## config.mk

```make
export PLATFORM = sky130hd
export DESIGN_NAME = im_fold_reader
export DESIGN_NICKNAME = d
export VERILOG_FILES = /design/src/rtl/im_reader_pkg.sv /design/src/rtl/im_fold_fifo2.sv /design/src/rtl/im_fold_reader.sv
export SDC_FILE = /design/constraint.sdc
export NUM_CORES = 1
export LEC_CHECK = 0
export ABC_CLOCK_PERIOD_IN_PS = 83800
export BUFFER_PORTS_ARGS = -buffer_cell sky130_fd_sc_hd__buf_2
export CAP_MARGIN = 20
export CORE_AREA = 2 2 406 408
export DETAILED_ROUTE_END_ITERATION = 6
export DIE_AREA = 0 0 408 410
export PLACE_DENSITY_LB_ADDON = 0.1
export SYNTH_ARGS = -nofsm -noshare
export SYNTH_HDL_FRONTEND = slang
export SYNTH_SLANG_ARGS = --single-unit
```

## constraint.sdc

```tcl
create_clock -name clk -period 83.8 [get_ports clk]
set_clock_uncertainty 0.1 [all_clocks]
set_input_delay 4.19 -clock clk [delete_from_list [all_inputs] [get_ports clk]]
set_output_delay 4.19 -clock clk [all_outputs]
set_load 0.05 [all_outputs]
```

## src/rtl/im_reader_pkg.sv

```systemverilog
`default_nettype none
// ============================================================================
// Module      : im_reader_pkg
// Description : Shared types and default constants for the folded item-memory
//               read sequencer (state encoding, output entry layout).
// Revision    : 1.0 - initial release
// ============================================================================
package im_reader_pkg;

  localparam int c_DEF_FOLD_WIDTH      = 500;
  localparam int c_DEF_SRAM_ADDR_WIDTH = 10;
  localparam int c_DEF_SRAM_DEPTH      = 864;
  localparam int c_DEF_CNT_WIDTH       = 11;

  // Sequencer states
  typedef enum logic [1:0] {
    IDLE  = 2'd0,
    ISSUE = 2'd1,
    DRAIN = 2'd2
  } rd_state_e;

  // Output FIFO entry at the default widths; the top packs the same field
  // order into a flat vector so the widths can follow its parameters.
  typedef struct packed {
    logic [c_DEF_FOLD_WIDTH-1:0] data;
    logic [c_DEF_CNT_WIDTH-1:0]  idx;
    logic                        last;
`ifdef IM_FOLD_PARITY_EN
    logic                        parity;
`endif
  } fold_entry_t;

endpackage
`default_nettype wire

```

## src/rtl/im_fold_fifo2.sv

```systemverilog
`default_nettype none
// ============================================================================
// Module      : im_fold_fifo2
// Description : Two-entry registered FIFO with occupancy output. Supports a
//               push and a pop in the same cycle, including when full.
// Revision    : 1.0 - initial release
// ============================================================================
module im_fold_fifo2 #(
  parameter int WIDTH = 8
) (
  input  logic             clk,
  input  logic             rst,
  input  logic             push_i,
  input  logic [WIDTH-1:0] push_data_i,
  input  logic             pop_i,
  output logic [WIDTH-1:0] head_o,
  output logic [1:0]       count_o
);

  logic [WIDTH-1:0] mem_q [2];
  logic             wr_ptr_q;
  logic             rd_ptr_q;
  logic [1:0]       count_q;
  logic             w_do_pop;
  logic             w_do_push;

  // A pop frees a slot in the same cycle, so push-while-full is allowed with it.
  assign w_do_pop  = pop_i && (count_q != 2'd0);
  assign w_do_push = push_i && ((count_q != 2'd2) || w_do_pop);

  // Storage entries; each writes only when the write pointer selects it
  for (genvar gi = 0; gi < 2; gi++) begin : g_entry
    always_ff @(posedge clk) begin
      if (rst) begin
        mem_q[gi] <= '0;
      end else if (w_do_push && (wr_ptr_q == 1'(gi))) begin
        mem_q[gi] <= push_data_i;
      end
    end
  end

  // Pointers and occupancy
  always_ff @(posedge clk) begin
    if (rst) begin
      wr_ptr_q <= 1'b0;
      rd_ptr_q <= 1'b0;
      count_q  <= 2'd0;
    end else begin
      if (w_do_push) wr_ptr_q <= ~wr_ptr_q;
      if (w_do_pop)  rd_ptr_q <= ~rd_ptr_q;
      case ({w_do_push, w_do_pop})
        2'b10:   count_q <= count_q + 2'd1;
        2'b01:   count_q <= count_q - 2'd1;
        default: count_q <= count_q;
      endcase
    end
  end

  assign head_o  = mem_q[rd_ptr_q];
  assign count_o = count_q;

endmodule
`default_nettype wire

```

## src/rtl/im_fold_reader.sv

```systemverilog
`default_nettype none
// ============================================================================
// Module      : im_fold_reader
// Description : Read sequencer for the folded item-memory SRAM. Takes a
//               (base, count) command, issues one read per cycle with
//               wrap-around addressing, and streams the returned folds over a
//               valid/ready interface through a 2-entry credit-managed FIFO.
//               Optional macro IM_FOLD_PARITY_EN adds a fold_parity output
//               (XOR-reduce of the fold, stored with each entry).
// Revision    : 1.0 - initial release
// ============================================================================
module im_fold_reader
  import im_reader_pkg::*;
#(
  parameter int FOLD_WIDTH      = c_DEF_FOLD_WIDTH,
  parameter int SRAM_ADDR_WIDTH = c_DEF_SRAM_ADDR_WIDTH,
  parameter int SRAM_DEPTH      = c_DEF_SRAM_DEPTH,
  parameter int CNT_WIDTH       = c_DEF_CNT_WIDTH
) (
  input  logic                       clk,
  input  logic                       rst,
  input  logic                       cmd_valid,
  output logic                       cmd_ready,
  input  logic [SRAM_ADDR_WIDTH-1:0] cmd_base_addr,
  input  logic [CNT_WIDTH-1:0]       cmd_num_folds,
  output logic [SRAM_ADDR_WIDTH-1:0] im_addr,
  output logic                       we,
  input  logic [FOLD_WIDTH-1:0]      im_dout,
  output logic                       fold_valid,
  input  logic                       fold_ready,
  output logic [FOLD_WIDTH-1:0]      fold_data,
  output logic [CNT_WIDTH-1:0]       fold_idx,
  output logic                       fold_last,
`ifdef IM_FOLD_PARITY_EN
  output logic                       fold_parity,
`endif
  output logic                       busy
);

`ifdef IM_FOLD_PARITY_EN
  localparam int c_PAR_W = 1;
`else
  localparam int c_PAR_W = 0;
`endif
  localparam int                         c_ENTRY_W   = FOLD_WIDTH + CNT_WIDTH + 1 + c_PAR_W;
  localparam logic [SRAM_ADDR_WIDTH-1:0] c_DEPTH_A   = SRAM_ADDR_WIDTH'(SRAM_DEPTH);
  localparam logic [SRAM_ADDR_WIDTH-1:0] c_LAST_ADDR = SRAM_ADDR_WIDTH'(SRAM_DEPTH - 1);

  rd_state_e                  state_q, state_d;
  logic                       ready_q;
  logic                       in_flight_q;
  logic [SRAM_ADDR_WIDTH-1:0] next_addr_q;
  logic [SRAM_ADDR_WIDTH-1:0] addr_hold_q;
  logic [CNT_WIDTH-1:0]       num_q;
  logic [CNT_WIDTH-1:0]       issue_cnt_q;
  logic [CNT_WIDTH-1:0]       cap_idx_q;

  logic                       w_accept;
  logic                       w_pop;
  logic                       w_credit;
  logic                       w_issue;
  logic                       w_last_issue;
  logic [SRAM_ADDR_WIDTH-1:0] w_base_wrapped;
  logic [SRAM_ADDR_WIDTH-1:0] w_addr_next;
  logic [1:0]                 w_fifo_count;
  logic [c_ENTRY_W-1:0]       w_push_entry;
  logic [c_ENTRY_W-1:0]       w_head;

  assign w_accept = cmd_valid && ready_q;
  assign w_pop    = fold_valid && fold_ready;

  // Occupancy plus the read in flight must stay below 2 after this cycle's pop,
  // which is what makes overflow impossible under any backpressure.
  assign w_credit     = ({1'b0, w_fifo_count} + {2'b00, in_flight_q}) < (3'd2 + {2'b00, w_pop});
  assign w_issue      = (state_q == ISSUE) && w_credit;
  assign w_last_issue = issue_cnt_q == (num_q - 1'b1);

  // Wrap addresses without a divider: single compare/subtract on the base,
  // compare-to-last on the increment.
  assign w_base_wrapped = (cmd_base_addr >= c_DEPTH_A) ? (cmd_base_addr - c_DEPTH_A) : cmd_base_addr;
  assign w_addr_next    = (next_addr_q == c_LAST_ADDR) ? '0 : (next_addr_q + 1'b1);

  // Address is live only on an issuing cycle; otherwise the last one is held.
  assign im_addr   = w_issue ? next_addr_q : addr_hold_q;
  assign we        = 1'b1;
  assign cmd_ready = ready_q;
  assign busy      = (state_q != IDLE);

  // State register
  always_ff @(posedge clk) begin
    if (rst) state_q <= IDLE;
    else     state_q <= state_d;
  end

  // Next-state logic
  always_comb begin
    state_d = state_q;
    case (state_q)
      IDLE:    if (w_accept && (cmd_num_folds != '0)) state_d = ISSUE;
      ISSUE:   if (w_issue && w_last_issue)           state_d = DRAIN;
      DRAIN:   if (w_pop && fold_last)                state_d = IDLE;
      default: state_d = IDLE;
    endcase
  end

  // Command latch, issue/capture counters, read-in-flight tracking
  always_ff @(posedge clk) begin
    if (rst) begin
      ready_q     <= 1'b0;
      in_flight_q <= 1'b0;
      next_addr_q <= '0;
      addr_hold_q <= '0;
      num_q       <= '0;
      issue_cnt_q <= '0;
      cap_idx_q   <= '0;
    end else begin
      ready_q     <= (state_d == IDLE);
      in_flight_q <= w_issue;
      addr_hold_q <= im_addr;
      if (w_accept) begin
        next_addr_q <= w_base_wrapped;
        num_q       <= cmd_num_folds;
        issue_cnt_q <= '0;
        cap_idx_q   <= '0;
      end else begin
        if (w_issue) begin
          next_addr_q <= w_addr_next;
          issue_cnt_q <= issue_cnt_q + 1'b1;
        end
        if (in_flight_q) cap_idx_q <= cap_idx_q + 1'b1;
      end
    end
  end

`ifdef IM_FOLD_PARITY_EN
  assign w_push_entry = {im_dout, cap_idx_q, (cap_idx_q == (num_q - 1'b1)), ^im_dout};
  assign {fold_data, fold_idx, fold_last, fold_parity} = w_head;
`else
  assign w_push_entry = {im_dout, cap_idx_q, (cap_idx_q == (num_q - 1'b1))};
  assign {fold_data, fold_idx, fold_last} = w_head;
`endif

  assign fold_valid = (w_fifo_count != 2'd0);

  im_fold_fifo2 #(
    .WIDTH (c_ENTRY_W)
  ) u_fifo (
    .clk         (clk),
    .rst         (rst),
    .push_i      (in_flight_q),
    .push_data_i (w_push_entry),
    .pop_i       (w_pop),
    .head_o      (w_head),
    .count_o     (w_fifo_count)
  );

endmodule
`default_nettype wire

```

==> results of run 1 <==
## layout make-up
cell class,instances,share of cell area
sequential,1086,0.5441
multi-input combinational,1869,0.2431
timing repair buffer,1083,0.09469
clock buffer,184,0.06145
tap,2189,0.04658
clock inverter,50,0.007767
antenna,35,0.001489
inverter,12,0.0007660
## registers in the layout, summed over array words and instances, names as in the netlist, named ones only
signal           count
cmd_ready            1
in_flight_q          1
u_fifo.count_o       2
addr_hold_q         10
u_fifo.rd_ptr_q      1
u_fifo.wr_ptr_q      1
cap_idx_q           11
next_addr_q         10
state_q              2
num_q               11
issue_cnt_q         11
u_fifo.mem_q      1024
## per-stage QoR
step / area, um2 / instances / util / total power [uW] / setup WS (ns)
after floorplan: 47070 / 3159 / - / 840.1 / 54.47
after global placement: 54640 / 6239 / 0.3342 / 896.4 / 73.69
after detailed placement: 54640 / 6239 / 0.3342 / 896.1 / 73.60
after CTS: 58710 / 6473 / 0.3591 / 1449 / 73.59
after global routing: 58770 / 6496 / 0.3595 / 1478 / 73.43
final: 58800 / 6508 / 0.3596 / 1423 / 73.67
## power by group through the flow
stage | Sequential (uW) | Combinational [uW] | Clock [uW]
2_1_floorplan | 659 | 181 | 0
3_3_place_gp | 639 | 257 | 0
3_5_place_dp | 640 | 256 | 0
4_1_cts | 629 | 257 | 563
5_1_grt | 631 | 264 | 582
6_report | 629 | 252 | 543
## cell usage in the layout, fill, tap and decap left out, types with 4 or more instances in the layout
master / instances
a21oi_1: 28
a221oi_1: 4
and2_1: 1026
and3_1: 7
buf_12: 5
buf_2: 1049
buf_4: 29
clkbuf_1: 45
clkbuf_16: 136
clkinv_1: 25
clkinv_2: 6
clkinv_8: 4
dfxtp_1: 61
diode_2: 35
edfxtp_1: 1024
ha_1: 8
inv_1: 11
inv_6: 5
mux2_2: 512
nand2_1: 73
nand3_1: 6
nand4_1: 10
nor2_1: 39
nor2b_1: 15
nor3_1: 11
nor4_1: 5
o21ai_0: 8
o21ai_1: 10
or3_1: 7
xnor2_1: 29
xor2_1: 23
## per-layer routing
metal	wire length (um)	track usage	part of all wire
met1	54940	0.1865	0.37
met4	5204	0.06335	0.035
met5	650	0	0.0044
met3	13890	0.08019	0.094
met2	72680	0.2889	0.49
## worst min path at each step
| stage | from | to | slack [ns] | cells past startpoint |
|---|---|---|---|---|
| floorplan | num_q[10] | num_q[10] | 0.35 | 2 |
| global placement | num_q[10] | num_q[10] | 0.37 | 2 |
| detailed placement | num_q[10] | num_q[10] | 0.38 | 2 |
| CTS | num_q[10] | num_q[10] | 0.39 | 2 |
| global route | u_fifo.rd_ptr_q | flip-flop | 0.43 | 2 |
| finish | num_q[10] | num_q[10] | 0.39 | 2 |
## kinds of logic after synthesis
logic type,Yosys count,share of synthesized area
multiplexers,516,0.1234
buffers and inverters,204,0.01722
XOR/XNOR,53,0.01015
AND/OR/NAND/NOR,1218,0.1572
flip-flops,1086,0.6796
AO/OA/AOI/OAI,73,0.01026
adder cells (fa/ha/maj),8,0.002126
other,1,0.00007966
## worst max-delay path, stage by stage
cell	delay (ns)
buf_2	0.09
o21ai_1	0.14
o21ai_1	0.22
nand2_1	0.50
o21ai_1	0.37
buf_2	0.31
==> out/results.tsv, run 1 <==
stage	metric	value	unit
status	outcome	complete, no violations	
placed_design	port bufs	1049	
power	Max IR drop VDD	0.01899	mV
floorplan	Cell Rows	149	
layout	area occupied by multi-input gates	14300	um2
floorplan	Horiz. Die Dim	408	um
setup_path	CP Max Fanout	20	
clock_network	CTS Hold Bufs	0	
sta	RSZ-0062 raised after global routing	false	
setup_path	Worst EP required	79.51	ns
sta	fin crit period	10.13	ns
sta	worst rel slew slack	0.2978	
layout	# fillers	16070	
floorplan	Die Area	167300	um2
drt	DR DRC count	0	
power	switching share of power	0.2975	
global_route	largest net degree at the start of global routing	164	
setup_path	RR Endpoint	u_fifo.mem_q[0][430]	
sta	Slew @ Worst Pin	1.053	ns
clock_network	CTS resizes	0	
power	Int Pwr	999.8	uW
setup_path	Startpoint Class	primary input	
power	part of the power in the clock network	0.381	
setup_path	reg2reg setup slack	78.72	ns
synth	Yosys reg bits	1086	
synth	commonest cells in the netlist	and2_1 (1026), edfxtp_1 (1024), mux2_2 (512)	
clock_network	clock network latency to the later pin of the worst-skew pair	0.75	ns
drt	Avg WL per Cell	22.64	um
power	Flop pwr share	0.442	
synth	top_reg_cell synth	edfxtp_1	
drt	Pre-antenna DRT Iters	5	
clock_network	TritonCTS Sinks	1086	
power	Comb power frac	0.177	
sta	WHS	0.3899	ns
synth	Synth area leaders	edfxtp_1 (65%), and2_1 (14%), mux2_2 (12%)	
global_route	first-pass GRT wire length	207100	um
drt	DR vias/cell	4.390	
synth	sequential share of the synthesized area	0.6796	
drt	Initial DRC Count	1434	
sta	Tcrit/Tclk final	0.1209	
layout	fin nets	4719	
power	Pleak	0.02370	uW
floorplan	Die H	410	um
sta	TNS Setup	0	ns
sta	Final setup viols	0	
clock_network	CTS Buf Count	134	
global_route	initial antenna violation count	137	
synth	Yosys top cell by area	edfxtp_1	
placed_design	DP HPWL	99390	um
clock_network	Reg clk slew, reported paths	0.06	ns
layout	share of cells above drive strength 1	0.4150	
global_route	Remaining Overflow, GRT	0	
sta	Fmax achieved	98.74	MHz
sta	Final Hold Vio Count	0	
clock_network	TritonCTS clock tree	done	
synth	mapped cell area	47070	um2
clock_network	Clock Path Buffers	3	
synth	Mapped Cells	3159	
drt	total routed wirelength	147400	um
worst_hold_path	hold crit path type	reg -> reg	
synth	Post-Syn Nets	3692	
setup_path	Worst R2R Path Depth	6	
synth	most frequent cell after synthesis	and2_1	
synth	Distinct cells, synth	63	
setup_path	Critical Path AT	5.84	ns
sta	fin. max-slew vios	0	
setup_path	Worst Setup SP	fold_ready	
floorplan	Starting Density	0.2879	
synth	mean post-synth cell area	14.90	um2
setup_path	Critical Path Sink Type	output pin	
placed_design	gp weighted congestion	0.7808	
synth	Post-synth EDFFs	1024	
global_route	vias in the first global route	28470	
setup_path	worst setup path end	im_addr[7]	
synth	Yosys top cell area share	0.6532	
synth	Synthesis Warnings	0	
floorplan	# IOs	1051	
setup_path	FF-to-FF Start	in_flight_q	
floorplan	Core Area	163500	um2
global_route	Total Routing Usage GR	0.1710	
synth	Async SR Flop Fraction	0	
drt	post-route ant nets	0	
run	max cap viols	0	
clock_network	post-CTS setup repair buffer count	0	
clock_network	H-tree Lvls	4	
power	P per Cell Area	24.20	nW/um2
clock_network	Root Buffer	clkbuf_16	
layout	Layout area overhead	24.91	%
power	Switch Pwr	423.4	uW
drt	Via Count	28570	
layout	Sequential cell area	31990	um2
setup_path	critical path type	in -> out	
Note: power is estimated with default switching activity, not from simulation.
==> run 2, diff against run 1 <==
- ABC_CLOCK_PERIOD_IN_PS: 83800 -> 10200
- CORE_AREA: 2 2 406 408 -> 2 2 408 410
- DIE_AREA: 0 0 408 410 -> 0 0 410 412
- clock period: 83.8 -> 10.2 ns (I/O delays scaled with it)
==> out/results.tsv, run 2 (synthesized netlist as in run 1, its figures left out) <==
stage	metric	value	unit	change
clock_network	TritonCTS clock tree	done		
global_route	initial antenna violation count	40		-71%
clock_network	Root Buffer	clkbuf_16		
power	switching share of power	0.2991		+0.001643
layout	# fillers	16010		-0.37%
floorplan	Core Area	164200	um2	+0.46%
layout	fin nets	5229		+11%
layout	Largest register FFs	1024		unchanged
power	total power	12010	uW	+740%
global_route	vias in the first global route	31650		+11%
drt	Pre-antenna DRT Iters	5		unchanged
layout	share of cells above drive strength 1	0.3725		-0.04256
layout	Layout area overhead	36.06	%	
floorplan	Starting Density	0.2866		-0.001307
power	P per Cell Area	187.5	nW/um2	+670%
global_route	first-pass GRT wire length	227300	um	+9.8%
power	Pleak	0.02592	uW	+9.4%
clock_network	Clock Path Buffers	3		unchanged
floorplan	Cell Rows	149		unchanged
run	max cap viols	0		unchanged
sta	Final setup viols	0		unchanged
setup_path	slowest CP cell	dfxtp_4		
drt	total routed wirelength	160900	um	+9.2%
drt	DR vias/cell	4.347		-0.98%
floorplan	Die H	412	um	+0.49%
setup_path	Crit path top cell by count	buf_4		
floorplan	Die Area	168900	um2	+0.98%
sta	Fmax achieved	211.2	MHz	
sta	RSZ-0062 raised after global routing	false		
setup_path	Worst EP required	9.59	ns	-69.92 ns
worst_hold_path	hold crit path type	in -> reg		
layout	most common cell after layout, fill and taps aside	buf_2		
setup_path	reg2reg setup slack	6.59	ns	-72.13 ns
drt	Via Count	30510		+6.8%
setup_path	CP Max Fanout	64		+220%
setup_path	Largest stage delay, worst path	0.92	ns	+0.42 ns
power	Flop pwr share	0.433		-0.009
sta	worst rel slew slack	0.2348		-0.06298
floorplan	# IOs	1051		unchanged
clock_network	clock network latency to the later pin of the worst-skew pair	0.75	ns	about the same
clock_network	H-tree Lvls	4		unchanged
placed_design	gp weighted congestion	0.8908		+14%
clock_network	TritonCTS Sinks	1086		unchanged
setup_path	Buf+Inv Stages, Crit Path	3		+1
status	outcome	complete, no violations		
floorplan	Horiz. Die Dim	410	um	+0.49%
sta	Slew @ Worst Pin	1.148	ns	+0.09447 ns
layout	largest register by flop count	u_fifo.mem_q		
drt	Avg WL per Cell	22.92	um	+1.2%
power	Max IR drop VDD	0.1618	mV	+750%
setup_path	Startpoint Class	flip-flop		
layout	most frequent cells in the layout	buf_2 (1049), and2_1 (1026), edfxtp_1 (1024)		
clock_network	CTS Buf Count	133		-0.75%
global_route	Remaining Overflow, GRT	0		unchanged
drt	DR DRC count	0		unchanged
sta	TNS Setup	0	ns	unchanged
drt	post-route ant nets	0		unchanged
sta	Final Hold Vio Count	0		unchanged
power	Int Pwr	8417	uW	+740%
setup_path	Critical Path AT	4.13	ns	-1.71 ns
placed_design	DP HPWL	110200	um	+11%
power	part of the power in the clock network	0.381		about the same
sta	fin crit period	4.736	ns	
layout	Sequential cell area	31990	um2	unchanged
setup_path	cell chain of the critical path	buf_4 > buf_4 > mux2_2 > buf_2		
clock_network	Reg clk slew, reported paths	0.05	ns	about the same
global_route	largest net degree at the start of global routing	190		+16%
placed_design	port bufs	1049		unchanged
setup_path	top cell family by delay on the critical path	buffers and inverters		
global_route	Total Routing Usage GR	0.1850		+0.01394
sta	fin. max-slew vios	0		unchanged
power	Switch Pwr	3592	uW	+750%
clock_network	CTS resizes	0		unchanged
setup_path	critical path type	reg -> out		
sta	Tcrit/Tclk final	0.4643		
power	Comb power frac	0.186		+0.009
setup_path	Critical Path Sink Type	output pin		
drt	Initial DRC Count	1609		+12%
layout	area occupied by multi-input gates	14300	um2	unchanged
[run 2: final timing paths]
| check | from | endpoint | cells past startpoint |
|---|---|---|---|
| max | flip-flop | fold_data[374] | 4 |
| min | cmd_base_addr[9] | next_addr_q[9] | 3 |
| max reg2reg | in_flight_q | u_fifo.mem_q[1][131] | 7 |
| min reg2reg | issue_cnt_q[1] | issue_cnt_q[1] | 2 |
[run 2: what timing repair did]
| action | in CTS | in global routing |
|---|---|---|
| setup buffers | 0 | 0 |
| hold endpoints to repair | 1012 | 0 |
| endpoints found under the setup margin | 0 | 0 |
| hold buffers | 515 | 0 |
[run 2: cell type report]
type,instances,area share
Antenna cell,27,0.001055
Clock buffer,178,0.05575
Clock inverter,64,0.009650
Inverter,12,0.0007032
Multi-Input combinational cell,1869,0.2232
Sequential cell,1086,0.4995
Tap cell,2189,0.04276
Timing Repair Buffer,1594,0.1673
[run 2: worst register-to-register path: stages (launching register included)]
cell     delay (ns)
dfxtp_1        0.52
o31ai_2        0.24
inv_2          0.08
nand2_1        0.13
nor2_4         0.56
buf_4          0.64
buf_4          0.88
and2_1         0.32
[run 2: through the flow]
stage               instances  hold WS [ns]  area [um2]  utilization  setup WS (ns)
floorplan                3159        0.3481       47090            -          1.322
global placement         6235        0.3917       54640       0.3327          6.154
detailed placement       6235        0.4004       54640       0.3327          6.126
CTS                      6992     0.0001206       63980       0.3896          5.273
global route             7008       0.03371       64020       0.3898          5.162
finish                   7019       0.07812       64050       0.3900          5.464
[run 2: metal layers]
| layer | share of wire | track usage | vias up |
|---|---|---|---|
| li1 | - | - | 14350 |
| met1 | 0.39 | 0.2140 | 15010 |
| met2 | 0.50 | 0.3231 | 885 |
| met3 | 0.068 | 0.05584 | 262 |
| met4 | 0.035 | 0.06535 | 10 |
| met5 | 0.00042 | 0 | - |
[run 2: power groups by stage]
stage	Combinational, uW	Clock [uW]	Sequential [uW]
2_1_floorplan	1490	0	5290
3_3_place_gp	2070	0	5300
3_5_place_dp	2080	0	5290
4_1_cts	2270	4720	5200
5_1_grt	2340	4900	5220
6_report	2230	4580	5200
